File: config.mk
export PLATFORM = sky130hd
export DESIGN_NAME = param_nibble_serializer
export DESIGN_NICKNAME = d
export VERILOG_FILES = /design/src/rtl/param_serial_pkg.sv /design/src/rtl/param_serializer_stage.sv /design/src/rtl/param_nibble_serializer.sv
export SDC_FILE = /design/constraint.sdc
export NUM_CORES = 1
export LEC_CHECK = 0
export ABC_AREA = 1
export ABC_CLOCK_PERIOD_IN_PS = 1600
export BUFFER_PORTS_ARGS = -buffer_cell sky130_fd_sc_hd__buf_4
export CORE_ASPECT_RATIO = 0.6
export CORE_UTILIZATION = 28
export CTS_CLUSTER_DIAMETER = 200
export DETAILED_ROUTE_END_ITERATION = 7
export GPL_ROUTABILITY_DRIVEN = 0
export PLACE_DENSITY_LB_ADDON = 0.25
export SLEW_MARGIN = 10
export SYNTH_ARGS = -nofsm -noshare
export SYNTH_HDL_FRONTEND = slang
export SYNTH_SLANG_ARGS = --single-unit
File: constraint.sdc
create_clock -name clk -period 1.6 [get_ports clk]
set_clock_uncertainty 0.05 [all_clocks]
set_input_delay 0.08 -clock clk [delete_from_list [all_inputs] [get_ports clk]]
set_output_delay 0.08 -clock clk [all_outputs]
set_load 0.03 [all_outputs]
File: src/rtl/param_serial_pkg.sv
// Shared constants and FSM state type for the nibble serializer and its
// companion deserializing register.
package param_serial_pkg;

    localparam int SUB_W = 4;
    localparam int NSUB  = 8;
    localparam int IDX_W = $clog2(NSUB);

    typedef enum logic [0:0] {
        ST_IDLE  = 1'b0,
        ST_SHIFT = 1'b1
    } state_e;

endpackage

File: src/rtl/param_serializer_stage.sv
// One-entry staging register with valid/ready on both sides. It holds the
// next word while the current one is still shifting out. Push and pop never
// coincide: a push needs the entry empty and a pop needs it full.
module param_serializer_stage #(
    parameter int WORD_W = 32
) (
    input  logic              clk,
    input  logic              reset,
    input  logic              in_val,
    output logic              in_rdy,
    input  logic [WORD_W-1:0] in_data,
    output logic              out_val,
    input  logic              out_rdy,
    output logic [WORD_W-1:0] out_data
);

    logic              full_q, full_d;
    logic [WORD_W-1:0] data_q, data_d;

    // Next-state for the single entry: fill on push, empty on pop.
    always_comb begin
        full_d = full_q;
        data_d = data_q;
        if (in_val && in_rdy) begin
            full_d = 1'b1;
            data_d = in_data;
        end else if (out_val && out_rdy) begin
            full_d = 1'b0;
        end
    end

    // Entry state registers.
    always_ff @(posedge clk or negedge reset) begin
        if (!reset) begin
            full_q <= 1'b0;
            data_q <= '0;
        end else begin
            full_q <= full_d;
            data_q <= data_d;
        end
    end

    assign in_rdy   = !full_q;
    assign out_val  = full_q;
    assign out_data = data_q;

endmodule

File: src/rtl/param_nibble_serializer.sv
// Splits a WORD_W-bit word into SUB_W-bit subwords and emits them
// LSB-subword first over a valid/ready link, with the subword index and a
// last flag alongside.
//
// Build option NIBBLE_SERIALIZER_PRELOAD_EN adds a one-entry staging register
// so the next word can be accepted while the current one shifts out, giving
// back-to-back output with no bubble. Without it, a new word is accepted only
// in IDLE (8 subwords per 9 cycles sustained).
module param_nibble_serializer
    import param_serial_pkg::state_e;
    import param_serial_pkg::ST_IDLE;
    import param_serial_pkg::ST_SHIFT;
#(
    parameter int  WORD_W = param_serial_pkg::SUB_W * param_serial_pkg::NSUB,
    parameter int  SUB_W  = param_serial_pkg::SUB_W,
    localparam int NSUB   = WORD_W / SUB_W,
    localparam int IDX_W  = $clog2(NSUB)
) (
    input  logic              clk,
    input  logic              reset,
    input  logic              load_val,
    output logic              load_rdy,
    input  logic [WORD_W-1:0] load_data,
    output logic              sub_val,
    input  logic              sub_rdy,
    output logic [SUB_W-1:0]  sub_data,
    output logic [IDX_W-1:0]  sub_idx,
    output logic              sub_last,
    output logic              busy
);

    localparam logic [IDX_W-1:0] LAST_IDX = IDX_W'(NSUB - 1);

    state_e            state_q, state_d;
    logic [WORD_W-1:0] sr_q, sr_d;
    logic [IDX_W-1:0]  idx_q, idx_d;

    logic              load_fire;
    logic              sub_fire;
    logic              last_fire;
    logic              stage_full;
    logic              reload_val;
    logic [WORD_W-1:0] reload_data;

    // Outputs decode straight from registers, so load_rdy and sub_val never
    // depend combinationally on sub_rdy or load_val.
    assign sub_val   = (state_q == ST_SHIFT);
    assign sub_data  = sub_val ? sr_q[SUB_W-1:0] : '0;
    assign sub_idx   = idx_q;
    assign sub_last  = sub_val && (idx_q == LAST_IDX);
    assign busy      = sub_val || stage_full;

    assign load_fire = load_val && load_rdy;
    assign sub_fire  = sub_val && sub_rdy;
    assign last_fire = sub_fire && (idx_q == LAST_IDX);

`ifdef NIBBLE_SERIALIZER_PRELOAD_EN
    logic              stage_push;
    logic              stage_in_rdy;
    logic [WORD_W-1:0] stage_data;

    // A word is staged only when the shift register is busy and not freeing
    // up on this edge; otherwise it goes straight into the shift register.
    assign stage_push = load_fire && (state_q == ST_SHIFT) && !last_fire;

    param_serializer_stage #(
        .WORD_W (WORD_W)
    ) u_stage (
        .clk      (clk),
        .reset    (reset),
        .in_val   (stage_push),
        .in_rdy   (stage_in_rdy),
        .in_data  (load_data),
        .out_val  (stage_full),
        .out_rdy  (last_fire),
        .out_data (stage_data)
    );

    assign load_rdy    = stage_in_rdy;
    // On the last subword, a staged word wins; a same-cycle load is only
    // possible when the stage is empty.
    assign reload_val  = stage_full || load_fire;
    assign reload_data = stage_full ? stage_data : load_data;
`else
    assign load_rdy    = (state_q == ST_IDLE);
    assign stage_full  = 1'b0;
    assign reload_val  = 1'b0;
    assign reload_data = '0;
`endif

    // FSM, shift register and index next-state.
    // NOTE: every variable gets a default at the top of the block so no path
    // leaves it unassigned, which would otherwise infer a latch.
    always_comb begin
        state_d = state_q;
        sr_d    = sr_q;
        idx_d   = idx_q;
        case (state_q)
            ST_IDLE: begin
                if (load_fire) begin
                    state_d = ST_SHIFT;
                    sr_d    = load_data;
                    idx_d   = '0;
                end
            end
            ST_SHIFT: begin
                if (sub_fire) begin
                    if (idx_q != LAST_IDX) begin
                        sr_d  = sr_q >> SUB_W;
                        idx_d = idx_q + 1'b1;
                    end else if (reload_val) begin
                        sr_d  = reload_data;
                        idx_d = '0;
                    end else begin
                        state_d = ST_IDLE;
                        sr_d    = '0;
                        idx_d   = '0;
                    end
                end
            end
            default: begin
                state_d = ST_IDLE;
            end
        endcase
    end

    // State, shift register and index registers.
    // NOTE: non-blocking assignments here so every flop samples the values
    // from before the edge, independent of statement order. The shift
    // register is reset too, so sub_data reads zero straight out of reset.
    always_ff @(posedge clk or negedge reset) begin
        if (!reset) begin
            state_q <= ST_IDLE;
            sr_q    <= '0;
            idx_q   <= '0;
        end else begin
            state_q <= state_d;
            sr_q    <= sr_d;
            idx_q   <= idx_d;
        end
    end

endmodule

# == Word-level counts from Yosys, hierarchy flattened ==
# Cells that the tools add are included.
# totals
ff_bits,36
elab_cells,26
inputBits,36
# classes
eq_ne,4
n_bitwise,1
n_reduce_logical,4
add_sub_neg,1
mux,13
# ops
operator,count
2-to-1 mux 32 bit,2
one-hot mux 32 bit (2 select lines),1
2-to-1 mux 28 bit,1
2-to-1 mux 3 bit,3
one-hot mux 3 bit (2 select lines),1
2-to-1 mux 4 bit,1
!= test 2 x 1 -> 1 bit (second input constant),2
adder 3 x 1 -> 3 bit (second input constant),1
equality test 3 bit (second input constant),1
logical AND 1 bit,3
2-to-1 mux 1 bit,3
!= test 3 bit (second input constant),1
one-hot mux 1 bit (2 select lines),1
AND reduction 2 bit,1
inverter 1 bit,1

# == Depth between registers and ports, before layout ==
# Gate-level depths: netlist of the first run.
# depth
word_depth,4
ltp_mapped,9
depth_no_buf,7

# == Worst setup path before layout of the first run ==
# OpenSTA, ideal clock, no wires.
# synth_path
kind,reg-to-reg
from,register idx_q[0] (netlist: sub_idx[0])
to,register sr_q[0]
required_time_ns,1.485
t_arrival_ns,1.504
slack_ns,-0.020
synth_period_minus_slack_ns,1.620
path_stages_with_launch,10
path_cell_list,dfrtp_1 > ha_1 > ha_1 > inv_1 > buf_4 > buf_2 > nand3_1 > nand2_1 > nand2_1 > nand2_1
# synth_between
elab_chain_len,4
# synth_lines
element,line_no,source
start: declaration,param_nibble_serializer.sv:36,"logic [IDX_W-1:0] idx_q, idx_d;"
start signal: assignment,param_nibble_serializer.sv:139,idx_q <= idx_d;
!= test 3 bit,param_nibble_serializer.sv:108,if (idx_q != LAST_IDX) begin
2-to-1 mux 28 bit,param_nibble_serializer.sv:108,
2-to-1 mux 32 bit,param_nibble_serializer.sv:107,if (sub_fire) begin
one-hot mux 32 bit (2 select lines),param_nibble_serializer.sv:98,case (state_q)
end signal: assignment,param_nibble_serializer.sv:138,sr_q <= sr_d;
end: declaration,param_nibble_serializer.sv:35,"logic [WORD_W-1:0] sr_q, sr_d;"
# Every way passes these cells. The select of a mux whose other input is x is not followed.
# A chain may end at the register's enable or synchronous reset.

# == Worst setup path after layout of the first run ==
# layout_path
from,register state_q (netlist: busy)
to,output port load_rdy
# layout_between
elab_chain_len,1
# layout_lines
element,line_no,source
start: declaration,param_nibble_serializer.sv:34,"state_e state_q, state_d;"
start signal: assignment,param_nibble_serializer.sv:137,state_q <= state_d;
inverter 1 bit,--,
end: declaration,param_nibble_serializer.sv:22,"output logic load_rdy,"
# Every way passes these cells.

==> results of run 1 <==
-- flip-flops by register name, indices dropped and copies added (netlist names) --
register and cells:
sr_q 32, sub_idx 3, busy 1
-- path summary, 6_finish.rpt --
check	to	slack [ns]	cells after the start
setup / recovery	load_rdy	0.07	3
hold / removal	sr_q[14]$_DFFE_PN0P_	0.04	5
setup reg to reg	sr_q[10]$_DFFE_PN0P_	0.11	8
hold reg to reg	sr_q[2]$_DFFE_PN0P_	0.46	2
max in group asynchronous	sub_idx[0]$_DFFE_PN0P_	0.89	2
min in group asynchronous	sub_idx[1]$_DFFE_PN0P_	0.25	2
-- layout by cell type (no fill, tap or decap) --
| master | instances |
|---|---|
| a21oi_1 | 1 |
| buf_12 | 1 |
| buf_4 | 53 |
| bufinv_16 | 1 |
| clkbuf_1 | 1 |
| clkbuf_16 | 7 |
| clkinv_2 | 1 |
| dfrtp_1 | 35 |
| dfrtp_2 | 1 |
| dlygate4sd3_1 | 5 |
| ha_1 | 2 |
| ha_2 | 1 |
| inv_1 | 8 |
| inv_2 | 1 |
| inv_4 | 1 |
| nand2_1 | 129 |
| nand2_4 | 2 |
| nand2_8 | 1 |
| nand3_1 | 64 |
| nor2_1 | 1 |
| o21ai_0 | 1 |
-- area by class of cell --
cell class	count	area, µm²	area share
clock inverters	2	35.0	0.0133
well taps	87	109	0.0413
clock buffers	6	129	0.0489
inverters	10	40.0	0.0152
multi-input cells	202	901	0.342
flip-flops and latches	36	902	0.343
repair buffers	61	518	0.197
-- routing by layer --
layer  part of all wire  up-vias
li1                   -      943
met1               0.53      872
met2               0.42       49
met3              0.055        2
met4             0.0015        0
met5                  0        -
-- worst max-delay path, stage by stage (launching register included) --
cell	delay (ns)
dfrtp_1	0.45
inv_4	0.22
buf_4	0.26
buf_4	0.19
-- logic make-up (layout without fill, tap and decap cells) --
kind of cell / Yosys count / in the layout / synth area share
flip-flops: 36 / 36 / 0.460
AND/OR/NAND/NOR: 197 / 197 / 0.435
adder cells (fa/ha/maj): 3 / 3 / 0.0192
AO/OA/AOI/OAI: 2 / 2 / 0.00511
buffers and inverters: 29 / 79 / 0.0806
-- power by group --
part,switching (µW),total [µW],internal (µW),leakage [µW]
Sequential,223,1490,1260,0.000469
Combinational,1320,2100,787,0.000958
Clock,368,1100,732,0.0000808
Total,1910,4690,2780,0.00151
-- timing repair --
action | in CTS | in global routing
hold buffers | 5 | 0
buffers inserted | 0 | 1
endpoints found under the setup margin | 0 | 9
gates resized for setup | 0 | 2
hold endpoints to repair | 40 | 0
-- metrics by stage --
stage | util | total power (µW) | cells | area, µm² | hold WS (ns)
after floorplan | - | 2960 | 267 | 1960 | -0.266
after global placement | 0.352 | 3500 | 388 | 2360 | 0.0241
after detailed placement | 0.352 | 3530 | 388 | 2360 | 0.0250
after CTS | 0.384 | 4670 | 401 | 2570 | 0.0388
after global routing | 0.393 | 5080 | 404 | 2630 | 0.0665
final | 0.393 | 4690 | 404 | 2630 | 0.0388
==> results.toml, run 1 <==
[synth]
seq_area_frac_synth = 0.460
yosysMostFrequentCell = "nand2_1"
synth_seq_cells = 36
ys_dominant_reg_cell = "dfrtp_1"
synth.net_count = 306
synth_top_cells_by_area = "dfrtp_1 (46%), nand2_1 (25%), nand3_1 (16%), buf_2 (3.3%), ha_1 (1.9%)"
synth_top_cell_by_area = "dfrtp_1"
synthCells = 267
synth_area_per_cell_um2 = 7.33
synth_top_area_frac = 0.460
async_reset_ff_frac = 1.00
synth-edff-count = 0
synth_top_cells_by_count = "nand2_1 (129), nand3_1 (64), dfrtp_1 (36)"
yosys_warnings = 0
synth.distinct_cells = 15
syn-cell-area_mm2 = 0.00196

[place]
place_hpwl_um = 3510
port_buffers = 46
dpl_worst_slack_ns = 0.117

[clock_tree]
clock-sinks = 36
htree_levels = 2
clk_latency_ns = 0.28
root_buffer = "clkbuf_16"
numCtsBuffers = 5
clk_path_buf_depth = 2
path_clk_slew_ns = 0.06
cts_tree = "done"

[grt]
antenna_found_initial = 0
grt_max_degree = 37
grt_pass1_wl_um = 8410
grt_usage = 0.151
busiest_layer = "met1"
met3_usage = 0.0382
use_met1 = 0.228
grt-ovfl-total = 0
first_global_vias = 1728
grt_use_met2 = 0.216

[worst_setup_path]
critPathLaunch = "busy$_DFF_PN0_"
critPathRequiredTime_ns = 1.47
crit_arrival_ns = 1.40
crit_fanout = 17
worstSetupPathType = "reg -> out"
start_kind = "register"
rr_startpoint = "sub_idx[0]$_DFFE_PN0P_"
crit_path_end_kind = "primary output"

[timing]
slew_headroom = 0.684
setup_tns_ns = 0
min_period_over_period = 0.955
final-hold-violation-count = 0
worst_pin_slew_ns = 0.474
rsz0062_at_grt = "false"
setup_violations = 0
setup_ws_ns = 0.0714
drv_slew = 0
fmax_mhz = 654
min_period_ns = 1.53

[routing]
drt_iter0_markers = 112
antenna_left = 0
drt_wl_total_um = 5480
drt-vias-per-instance = 4.62
drt-pass1-iter-count = 4
vias = 1866
wl_per_cell_um = 13.6
drc_errors = 0

[final_layout]
syn_to_final_growth_pct = 34.6
nets = 355
layout-drive-gt1-share = 0.221
num_antenna_cells = 0
fillerInstances = 711

[outcome]
status = "complete, no violations"

[pwr]
p_per_area_mw_per_mm2 = 1780
p_leak_uw = 0.00151
ir_worst_vdd_mv = 0.807

[floorplan]
die_w_um = 110
initial_core_util = 0.292
num_io_pins = 47
rows = 23
dieArea_mm2 = 0.00734
die_h_um = 66.8
core-area_mm2 = 0.00671

[hold_path]
holdCritPathClass = "in -> reg"
hp-start = "load_data[14]"

[flow_run]
maxCapViolCount = 0
(Power assumes the default switching activity.)
==> run 2, diff against run 1 <==
- ABC_CLOCK_PERIOD_IN_PS: 1600 -> 1920
- clock period: 1.6 -> 1.92 ns (I/O delays scaled with it)
==> run 2 against run 1 <==
  * Worst hold slack better by 0.016 ns
  * Global-route usage down 0.19 points
  * First-iteration DRC count down 13%
  * Register-to-register slack improved by 0.32 ns
==> results.toml, run 2 (same netlist as run 1, synthesis figures left out) <==
[outcome]
status = "complete, no violations"

[routing]
drt-pass1-iter-count = 4
vias = 1824
drt-vias-per-instance = 4.57
antenna_left = 0
wl_per_cell_um = 12.7
drt_wl_total_um = 5080
drt_iter0_markers = 97
drc_errors = 0

[grt]
grt_pass1_wl_um = 8140
grt_usage = 0.150
first_global_vias = 1659
grt_max_degree = 38
antenna_found_initial = 0
grt-ovfl-total = 0

[floorplan]
num_io_pins = 47
core-area_mm2 = 0.00671
die_h_um = 66.8
initial_core_util = 0.292
rows = 23
die_w_um = 110
dieArea_mm2 = 0.00734

[timing]
min_period_ns = 1.57
worst_pin_slew_ns = 0.472
setup_tns_ns = 0
fmax_mhz = 637
final-hold-violation-count = 0
drv_slew = 0
slew_headroom = 0.686
min_period_over_period = 0.818
setup_ws_ns = 0.350
rsz0062_at_grt = "false"
setup_violations = 0

[clock_tree]
clk_path_buf_depth = 2
clk_latency_ns = 0.28
path_clk_slew_ns = 0.05
clock-sinks = 36
cts_tree = "done"
htree_levels = 2
root_buffer = "clkbuf_16"
post_cts_buffers = 0
numCtsBuffers = 5

[worst_setup_path]
reg2reg_to = "sr_q[15]$_DFFE_PN0P_"
worstSetupPathType = "reg -> out"
rr_worst_depth = 8
cpMostUsedCell = "buf_4"
cp_cell_sequence = "inv_4, buf_4, buf_4"
crit_fanout = 30
rrSetupSlack_ns = 0.43
crit_family = "buffers and inverters"
slowest_delay_ns = 0.49
crit_arrival_ns = 1.42
rr_startpoint = "sub_idx[0]$_DFFE_PN0P_"
start_kind = "register"
critPathRequiredTime_ns = 1.77
timing.critical_path.buf_inv = 3
slowest_stage = "dfrtp_1"
crit_path_end_kind = "primary output"

[final_layout]
mostFrequentLayoutCells = "nand2_1 (129), nand3_1 (64), buf_4 (50)"
layout-drive-gt1-share = 0.196
largest_reg_flops = 32
top_register = "sr_q"
fillerInstances = 720
multi_input_area_um2 = 898
finalNonFillerCells = 399
final_common_cell = "nand2_1"
nets = 350
seqCellArea_um2 = 901
num_antenna_cells = 0
final_cell_area_mm2 = 0.00254
syn_to_final_growth_pct = 29.8

[place]
dp_cells = 386
place_hpwl_um = 3360
dpl_worst_slack_ns = 0.445
place_area_mm2 = 0.00234
port_buffers = 46

[pwr]
p_leak_uw = 0.00146
p_per_area_mw_per_mm2 = 1460
ir_worst_vdd_mv = 0.571

[hold_path]
min_path_cells = 5
hold_path_end = "sr_q[9]$_DFFE_PN0P_"
hp-start = "load_data[9]"
holdCritPathClass = "in -> reg"

[flow_run]
maxCapViolCount = 0
## run 2: worst max-delay path by stage
stage	startpoint	endpoint	depth (start not counted)	slack (ns)
after detailed placement	sub_idx[0]$_DFFE_PN0P_	sr_q[15]$_DFFE_PN0P_	8	0.45
after global routing	busy$_DFF_PN0_	load_rdy	3	0.27
after CTS	busy$_DFF_PN0_	load_rdy	3	0.34
after floorplan	sub_idx[0]$_DFFE_PN0P_	sr_q[0]$_DFFE_PN0P_	9	0.30
final	busy$_DFF_PN0_	load_rdy	3	0.35
after global placement	sub_idx[0]$_DFFE_PN0P_	sr_q[14]$_DFFE_PN0P_	8	0.48
## run 2: worst reg2reg max path: stages, from the launching register on
cell	delay [ns]
dfrtp_1	0.40
ha_1	0.24
ha_1	0.18
inv_1	0.09
buf_12	0.18
nand3_1	0.10
nand2_1	0.08
nand2_1	0.05
nand2_1	0.07
## run 2: layer usage
layer / GRT usage / vias up / wire (µm)
met4: 0.0400 / 0 / 40
met1: 0.230 / 838 / 2690
li1: - / 930 / -
met2: 0.201 / 48 / 2030
met5: 0 / - / 0
met3: 0.0372 / 8 / 320
## run 2: stage by stage
stage	total power (µW)	hold slack, ns	util
detailed placement	2920	0.0400	0.350
CTS	3750	0.0557	0.379
finish	3710	0.0549	0.379
floorplan	2470	-0.250	-
global placement	2890	0.0438	0.350
global route	4020	0.0719	0.379
## run 2: final cells by class
type | instances | share of cell area
Inverter | 10 | 0.0158
Clock buffer | 8 | 0.0576
Tap cell | 87 | 0.0429
Multi-Input combinational cell | 202 | 0.354
Timing Repair Buffer | 56 | 0.175
Sequential cell | 36 | 0.355
## run 2: repair_timing
| item | in CTS | in global routing |
|---|---|---|
| endpoints found under the hold margin | 40 | 0 |
| resized for setup | 0 | 0 |
| hold buffers | 5 | 0 |
## run 2: power by group
| group | switching (µW) | leakage (µW) | internal, µW |
|---|---|---|---|
| clock network | 298 | 0.0000712 | 517 |
| logic | 1060 | 0.000918 | 600 |
| registers | 189 | 0.000470 | 1050 |
| total | 1550 | 0.00146 | 2170 |
